### src/rtl/bird_mem_pkg.sv
// Shared types and widths for the bird program/data memory subsystem
// (CPU, arbiter and memory model).
package bird_mem_pkg;

  localparam int unsigned AW = 12;
  localparam int unsigned DW = 16;

  typedef enum logic [1:0] {
    IDLE,
    OWN0,
    OWN1
  } arb_state_e;

endpackage

### src/rtl/mem_arbiter_if.sv
// Two-master memory bus: per-port request/grant/read-return signals plus the
// single-port memory connection. The master side also supplies memory read data.
interface mem_arbiter_if;
  import bird_mem_pkg::*;

  logic          req0, req1;
  logic          we0, we1;
  logic          lock0, lock1;
  logic [AW-1:0] addr0, addr1;
  logic [DW-1:0] wdata0, wdata1;
  logic          gnt0, gnt1;
  logic          rvalid0, rvalid1;
  logic [DW-1:0] rdata0, rdata1;
  logic [AW-1:0] address;
  logic [DW-1:0] data_out;
  logic          memwt;
  logic [DW-1:0] data_in;

  modport master (
    output req0, req1, we0, we1, lock0, lock1,
    output addr0, addr1, wdata0, wdata1,
    output data_in,
    input  gnt0, gnt1, rvalid0, rvalid1, rdata0, rdata1,
    input  address, data_out, memwt
  );

  modport slave (
    input  req0, req1, we0, we1, lock0, lock1,
    input  addr0, addr1, wdata0, wdata1,
    input  data_in,
    output gnt0, gnt1, rvalid0, rvalid1, rdata0, rdata1,
    output address, data_out, memwt
  );

endinterface

### src/rtl/mem_arbiter.sv
// Round-robin arbiter sharing one single-port memory between the CPU (port 0)
// and a peripheral master (port 1), with bounded lock bursts.
module mem_arbiter
  import bird_mem_pkg::*;
#(
  parameter int unsigned MAX_BURST = 4
) (
  input logic          clk,
  input logic          rst,
  mem_arbiter_if.slave bus_io
);

  localparam int unsigned CW = $clog2(MAX_BURST) + 1;
  localparam logic [CW-1:0] BurstLast = CW'(MAX_BURST - 1);

  arb_state_e    owner_q, owner_d;
  logic          last_q, last_d;
  logic [CW-1:0] cnt_q, cnt_d;
  logic          rvalid0_q, rvalid0_d, rvalid1_q, rvalid1_d;
  logic [DW-1:0] rdata0_q, rdata0_d, rdata1_q, rdata1_d;
  logic          gnt0, gnt1;

  always_ff @(posedge clk or posedge rst) begin
    if (rst) begin
      owner_q   <= IDLE;
      last_q    <= 1'b1;
      cnt_q     <= '0;
      rvalid0_q <= 1'b0;
      rvalid1_q <= 1'b0;
      rdata0_q  <= '0;
      rdata1_q  <= '0;
    end else begin
      owner_q   <= owner_d;
      last_q    <= last_d;
      cnt_q     <= cnt_d;
      rvalid0_q <= rvalid0_d;
      rvalid1_q <= rvalid1_d;
      rdata0_q  <= rdata0_d;
      rdata1_q  <= rdata1_d;
    end
  end

  // Memory-side mux and read-return capture.
  always_comb begin
    gnt0 = (owner_q == OWN0) && bus_io.req0;
    gnt1 = (owner_q == OWN1) && bus_io.req1;

    bus_io.gnt0     = gnt0;
    bus_io.gnt1     = gnt1;
    bus_io.address  = '0;
    bus_io.data_out = '0;
    bus_io.memwt    = 1'b0;
    if (gnt0) begin
      bus_io.address  = bus_io.addr0;
      bus_io.data_out = bus_io.wdata0;
      bus_io.memwt    = bus_io.we0;
    end else if (gnt1) begin
      bus_io.address  = bus_io.addr1;
      bus_io.data_out = bus_io.wdata1;
      bus_io.memwt    = bus_io.we1;
    end

    rvalid0_d = gnt0 && !bus_io.we0;
    rvalid1_d = gnt1 && !bus_io.we1;
    rdata0_d  = rvalid0_d ? bus_io.data_in : rdata0_q;
    rdata1_d  = rvalid1_d ? bus_io.data_in : rdata1_q;

    bus_io.rvalid0 = rvalid0_q;
    bus_io.rvalid1 = rvalid1_q;
    bus_io.rdata0  = rdata0_q;
    bus_io.rdata1  = rdata1_q;
  end

  // Ownership: a locked owner keeps the bus for at most MAX_BURST transfers
  // while the other port waits; otherwise ownership alternates on contention.
  always_comb begin
    owner_d = owner_q;
    last_d  = last_q;
    cnt_d   = cnt_q;
    unique case (owner_q)
      IDLE: begin
        cnt_d = '0;
        if (bus_io.req0 && bus_io.req1) owner_d = last_q ? OWN0 : OWN1;
        else if (bus_io.req0)           owner_d = OWN0;
        else if (bus_io.req1)           owner_d = OWN1;
      end
      OWN0: begin
        if (bus_io.req0 && bus_io.lock0 && (cnt_q < BurstLast)) begin
          cnt_d = cnt_q + CW'(1);
        end else if (bus_io.req1) begin
          owner_d = OWN1;
          last_d  = 1'b0;
          cnt_d   = '0;
        end else if (bus_io.req0) begin
          cnt_d = (cnt_q < BurstLast) ? cnt_q + CW'(1) : BurstLast;
        end else begin
          owner_d = IDLE;
          last_d  = 1'b0;
          cnt_d   = '0;
        end
      end
      OWN1: begin
        if (bus_io.req1 && bus_io.lock1 && (cnt_q < BurstLast)) begin
          cnt_d = cnt_q + CW'(1);
        end else if (bus_io.req0) begin
          owner_d = OWN0;
          last_d  = 1'b1;
          cnt_d   = '0;
        end else if (bus_io.req1) begin
          cnt_d = (cnt_q < BurstLast) ? cnt_q + CW'(1) : BurstLast;
        end else begin
          owner_d = IDLE;
          last_d  = 1'b1;
          cnt_d   = '0;
        end
      end
      default: owner_d = IDLE;
    endcase
  end

endmodule
### src/flat_wrapper.sv
// flat-port wrapper written by rule: the top's interface ports become plain ports
module mem_arbiter_flat import bird_mem_pkg::*;
#(
  parameter int unsigned MAX_BURST = 4
)
  (clk, rst, bus_io_req0, bus_io_req1, bus_io_we0, bus_io_we1, bus_io_lock0, bus_io_lock1, bus_io_addr0, bus_io_addr1, bus_io_wdata0, bus_io_wdata1, bus_io_data_in, bus_io_gnt0, bus_io_gnt1, bus_io_rvalid0, bus_io_rvalid1, bus_io_rdata0, bus_io_rdata1, bus_io_address, bus_io_data_out, bus_io_memwt);
  mem_arbiter_if bus_io_i ();
  input logic clk;
  input logic rst;
  input wire logic [$bits(bus_io_i.req0)-1:0] bus_io_req0;
  input wire logic [$bits(bus_io_i.req1)-1:0] bus_io_req1;
  input wire logic [$bits(bus_io_i.we0)-1:0] bus_io_we0;
  input wire logic [$bits(bus_io_i.we1)-1:0] bus_io_we1;
  input wire logic [$bits(bus_io_i.lock0)-1:0] bus_io_lock0;
  input wire logic [$bits(bus_io_i.lock1)-1:0] bus_io_lock1;
  input wire logic [$bits(bus_io_i.addr0)-1:0] bus_io_addr0;
  input wire logic [$bits(bus_io_i.addr1)-1:0] bus_io_addr1;
  input wire logic [$bits(bus_io_i.wdata0)-1:0] bus_io_wdata0;
  input wire logic [$bits(bus_io_i.wdata1)-1:0] bus_io_wdata1;
  input wire logic [$bits(bus_io_i.data_in)-1:0] bus_io_data_in;
  output wire logic [$bits(bus_io_i.gnt0)-1:0] bus_io_gnt0;
  output wire logic [$bits(bus_io_i.gnt1)-1:0] bus_io_gnt1;
  output wire logic [$bits(bus_io_i.rvalid0)-1:0] bus_io_rvalid0;
  output wire logic [$bits(bus_io_i.rvalid1)-1:0] bus_io_rvalid1;
  output wire logic [$bits(bus_io_i.rdata0)-1:0] bus_io_rdata0;
  output wire logic [$bits(bus_io_i.rdata1)-1:0] bus_io_rdata1;
  output wire logic [$bits(bus_io_i.address)-1:0] bus_io_address;
  output wire logic [$bits(bus_io_i.data_out)-1:0] bus_io_data_out;
  output wire logic [$bits(bus_io_i.memwt)-1:0] bus_io_memwt;
  assign bus_io_i.req0 = bus_io_req0;
  assign bus_io_i.req1 = bus_io_req1;
  assign bus_io_i.we0 = bus_io_we0;
  assign bus_io_i.we1 = bus_io_we1;
  assign bus_io_i.lock0 = bus_io_lock0;
  assign bus_io_i.lock1 = bus_io_lock1;
  assign bus_io_i.addr0 = bus_io_addr0;
  assign bus_io_i.addr1 = bus_io_addr1;
  assign bus_io_i.wdata0 = bus_io_wdata0;
  assign bus_io_i.wdata1 = bus_io_wdata1;
  assign bus_io_i.data_in = bus_io_data_in;
  assign bus_io_gnt0 = bus_io_i.gnt0;
  assign bus_io_gnt1 = bus_io_i.gnt1;
  assign bus_io_rvalid0 = bus_io_i.rvalid0;
  assign bus_io_rvalid1 = bus_io_i.rvalid1;
  assign bus_io_rdata0 = bus_io_i.rdata0;
  assign bus_io_rdata1 = bus_io_i.rdata1;
  assign bus_io_address = bus_io_i.address;
  assign bus_io_data_out = bus_io_i.data_out;
  assign bus_io_memwt = bus_io_i.memwt;
  mem_arbiter #(.MAX_BURST(MAX_BURST)) u_core (.clk(clk), .rst(rst), .bus_io(bus_io_i));
endmodule
### config.mk
export PLATFORM = sky130hd
export DESIGN_NAME = mem_arbiter_flat
export DESIGN_NICKNAME = d
export VERILOG_FILES = /design/src/rtl/bird_mem_pkg.sv /design/src/rtl/mem_arbiter_if.sv /design/src/rtl/mem_arbiter.sv /design/src/flat_wrapper.sv
export SDC_FILE = /design/constraint.sdc
export NUM_CORES = 1
export LEC_CHECK = 0
export ABC_AREA = 1
export CAP_MARGIN = 20
export CORE_ASPECT_RATIO = 0.8
export CORE_MARGIN = 2
export CORE_UTILIZATION = 40
export CTS_CLUSTER_SIZE = 24
export DETAILED_ROUTE_END_ITERATION = 6
export PLACE_DENSITY_LB_ADDON = 0.05
export SETUP_SLACK_MARGIN = 0.4
export SLEW_MARGIN = 20
export SYNTH_ARGS = -nofsm -noshare
export SYNTH_HDL_FRONTEND = slang
export SYNTH_SLANG_ARGS = --single-unit
### constraint.sdc
create_clock -name clk -period 2.2 [get_ports clk]
set_input_delay 0.22 -clock clk [delete_from_list [all_inputs] [get_ports clk]]
set_output_delay 0.22 -clock clk [all_outputs]
set_load 0.05 [all_outputs]
==> results by group <==
Floorplanning
  – Die span in y: 71.4 um
  – Initial Utilization: 41.6%
  – Die span in x: 88.3 um
  – Total die area: 0.00631 mm^2
  – Number of cell rows: 24
  – Core region area: 0.00547 mm^2
  – Top-Level Pins: 145

Clocking
  – Clock transition at path regs: 0.07 ns
  – Clock root cell: sky130_fd_sc_hd__clkbuf_8
  – Number of buffers between clock root and the deepest sink: 2
  – CTS tree: done
  – Total clock sinks: 40
  – H-tree levels: 2
  – Clock latency of the later-clocked register in the worst-skew pair: 0.29 ns
  – Number of buffers created by CTS: 5

Timing
  – Actual transition at the worst max-transition pin: 0.588 ns
  – Worst slew margin relative to its limit: 60.7%
  – Number of endpoints with negative hold slack in the final report: 0
  – RSZ-0062 raised after global routing: true
  – Clock skew: 0.00474 ns
  – Summed negative setup slack over all endpoints: 0 ns
  – Final period demand of the worst path: 1.92 ns
  – Final worst slack: 0.281 ns
  – Setup violation total in the final timing report: 0
  – Top achievable clock speed: 521 MHz
  – Period utilization: 87.2%
  – Final-report max-slew violation count: 0

Placed design
  – Port Buf Inserts: 144
  – Post-Place Setup Slack: 0.284 ns
  – Final GP Congestion: 0.854
  – HPWL after detailed placement: 5.68 mm
  – Placed cell area: 0.00409 mm^2

Setup path
  – Critical Path RT: 1.98 ns
  – Max FO, Critical Path: 8
  – Arrival time of data at the critical path endpoint: 1.70 ns
  – Critical Path End Type: output pin
  – Category of the most critical setup path: flop to output pin
  – Count of cells along the worst register-to-register path: 9
  – Worst setup SP type: flop

Power and ir drop
  – PnR Total Power: 6.07 mW
  – Power share of the sequential group: 20.3%
  – Switching Share: 49.1%
  – IR drop worst, VDD: 821 uV
  – Standby leakage power: 2.22 nW
  – PD cells: 1250 mW/mm^2
  – Share of power burned in combinational logic: 70.1%
  – Part of the total power dissipated in the clock network: 9.6%
  – Net switching power: 2.98 mW
  – Cell-internal power: 3.09 mW

Cells and area
  – Area Overhead vs Synth: 113%
  – Fill cell instance count of the final layout: 228
  – Fraction of final layout cells with drive strength greater than 1: 33.8%
  – Fin area: 0.00485 mm^2
  – Nets@finish: 549
  – Diode insertion count for antenna repair: 0

Detailed routing
  – Average detailed-routed wire length per instance: 18.5 um
  – Post-route DRC: 0
  – DR pass1 iterations: 5
  – Routed via count: 2,774
  – Routed Antenna Nets: 0
  – Aggregate routed wire length: 10.0 mm
  – Mean number of vias per cell: 5.12
  – Number of DRC markers after the initial detailed-route iteration: 193

Worst hold path
  – Classification of the worst-slack hold path: input pin to asynchronous set/reset pin

Synth
  – Part of the Yosys area used for sequential elements: 44.1%
  – Number of synthesis warnings: 0
  – Synth unique cells: 22
  – Post-synth EDFFs: 0
  – Synth Register Bits: 40
  – Post-synthesis share of cell area spent on and, or, nand and nor gates: 30.2%
  – Cell count after synthesis: 300
  – Yosys top cell area share: 42.9%
  – Async S/R FF share, synth: 100%
  – List of most frequent post-synthesis cells: 117 x sky130_fd_sc_hd__nand2_1, 39 x sky130_fd_sc_hd__dfrtp_1, 35 x sky130_fd_sc_hd__nand3_1
  – Mux cell area share after synthesis: 0%
  – Flip-flop cell with the highest count after synthesis: sky130_fd_sc_hd__dfrtp_1
  – Dominant combinational cell family by area after synthesis: simple AND/OR/NAND/NOR gates
  – Cell types occupying the most area after synthesis: sky130_fd_sc_hd__dfrtp_1 43%, sky130_fd_sc_hd__nand2_1 19%, sky130_fd_sc_hd__nand3_1 7.7%, sky130_fd_sc_hd__o21ai_2 6.2%, sky130_fd_sc_hd__inv_1 5.0%
  – Most common cell in the netlist: sky130_fd_sc_hd__nand2_1
  – Post-Synthesis Net Count: 386
  – Compound-Gate Fraction of Synth Area: 11.7%
  – Per-instance average area after synthesis: 7.58 um^2
  – XOR/XNOR Fraction of Synth Area: 0%
  – Area leader, netlist: sky130_fd_sc_hd__dfrtp_1
  – Adder-Cell Fraction of Synth Area: 3.30%
  – Combined area of all synthesized cells: 0.00227 mm^2

Global route
  – First-pass GRT wire length: 13.7 mm
  – Initial antenna violation count: 0
  – GR Util All Layers: 28.4%
  – Largest net degree at the start of global routing: 41
  – GR Overflow Total: 0
  – Via count of the first global-routing pass: 2,659

Flow run
  – Max-capacitance violation count: 0

Outcome
  – Outcome: finished, final reports clean
## metrics by stage
stage          instances  utilization, %  hold WS [ns]
6_report             542            88.7         0.365
4_1_cts              537            85.8         0.383
5_1_grt              542            88.7         0.397
2_1_floorplan        300               -         0.291
3_5_place_dp         511            74.8         0.468
3_3_place_gp         511            74.8         0.466
## logic make-up after synthesis
| kind of cell | Yosys count |
|---|---|
| AND/OR/NAND/NOR | 164 |
| AO/OA/AOI/OAI | 41 |
| buffers and inverters | 49 |
| adder cells (fa/ha/maj) | 6 |
| flip-flops | 40 |
## sequential cells by signal, indices dropped and copies added, names as in the netlist
signal	cells
u_core.bus_io.rdata0	16
u_core.bus_io.rdata1	16
u_core.cnt_q	3
u_core.owner_q	2
u_core.bus_io.rvalid0	1
u_core.bus_io.rvalid1	1
u_core.last_q	1
## what timing repair did
item | CTS | global route
pin swaps | 9 | 13
cloned | 5 | 1
resized for setup | 70 | 22
endpoints found under the setup margin | 32 | 30
buffers inserted | 13 | 4
hold buffers | 0 | 0
## area by class of cell
class                           count  area, um^2  area share, %
Timing Repair Buffer              171        2130           43.9
Multi-Input combinational cell    211        1360           28.0
Sequential cell                    40        1000           20.7
Inverter                           34         148           3.05
Tap cell                           78        97.6           2.01
Clock buffer                        5        68.8           1.42
Clock inverter                      3        42.5          0.878
## placed cells by master (no fill, tap or decap), drive strengths merged
cell and instances:
dfrtp 39, inv 32, nand2 119, clkinvlp 1
nand3 36, bufinv 1, a21oi 1, clkdlybuf4s50 112
clkinv 3, nor2 8, clkbuf 6, nor3 1
dfstp 1, buf 57, dlygate4sd2 1, o21ai 40
ha 6
## final timing paths
kind / slack (ns) / start / to
max in group asynchronous: 1.47 / rst / u_core.owner_q[0]
hold / removal: 0.37 / rst / u_core.owner_q[0]
setup reg to reg: 0.39 / u_core.owner_q[1] / u_core.bus_io.rdata0[9]
setup / recovery: 0.28 / u_core.owner_q[1] / bus_io_data_out[10]
min in group clk: 0.48 / u_core.cnt_q[2] / u_core.cnt_q[2]
hold reg to reg: 0.48 / u_core.cnt_q[2] / u_core.cnt_q[2]
## power groups by stage
| stage | logic (mW) | registers [mW] | clock network [mW] |
|---|---|---|---|
| floorplan | 1.21 | 2.17 | 0 |
| global placement | 3.58 | 1.21 | 0 |
| detailed placement | 3.63 | 1.23 | 0 |
| CTS | 4.07 | 1.22 | 0.599 |
| global route | 4.43 | 1.26 | 0.642 |
| finish | 4.25 | 1.23 | 0.582 |
## critical path, stage by stage, from the launching register on
cell and delay (ns):
sky130_fd_sc_hd__dfrtp_1 0.42, sky130_fd_sc_hd__buf_6 0.14, sky130_fd_sc_hd__ha_4 0.16, sky130_fd_sc_hd__nand2_4 0.07, sky130_fd_sc_hd__inv_6 0.05, sky130_fd_sc_hd__buf_12 0.13, sky130_fd_sc_hd__buf_16 0.14, sky130_fd_sc_hd__nand3_2 0.07
sky130_fd_sc_hd__nand2_2 0.08, sky130_fd_sc_hd__buf_12 0.15
## layer usage
| layer | vias up | GRT usage, % | part of all wire (%) | wire length, um |
|---|---|---|---|---|
| li1 | 1276 | - | - | - |
| met1 | 1312 | 33.6 | 36 | 3620 |
| met2 | 158 | 49.4 | 52 | 5230 |
| met3 | 28 | 7.95 | 8.5 | 849 |
| met4 | 0 | 10.1 | 3.4 | 339 |
| met5 | - | 0 | 0 | 0 |
Note: power is estimated with default switching activity, not from simulation.
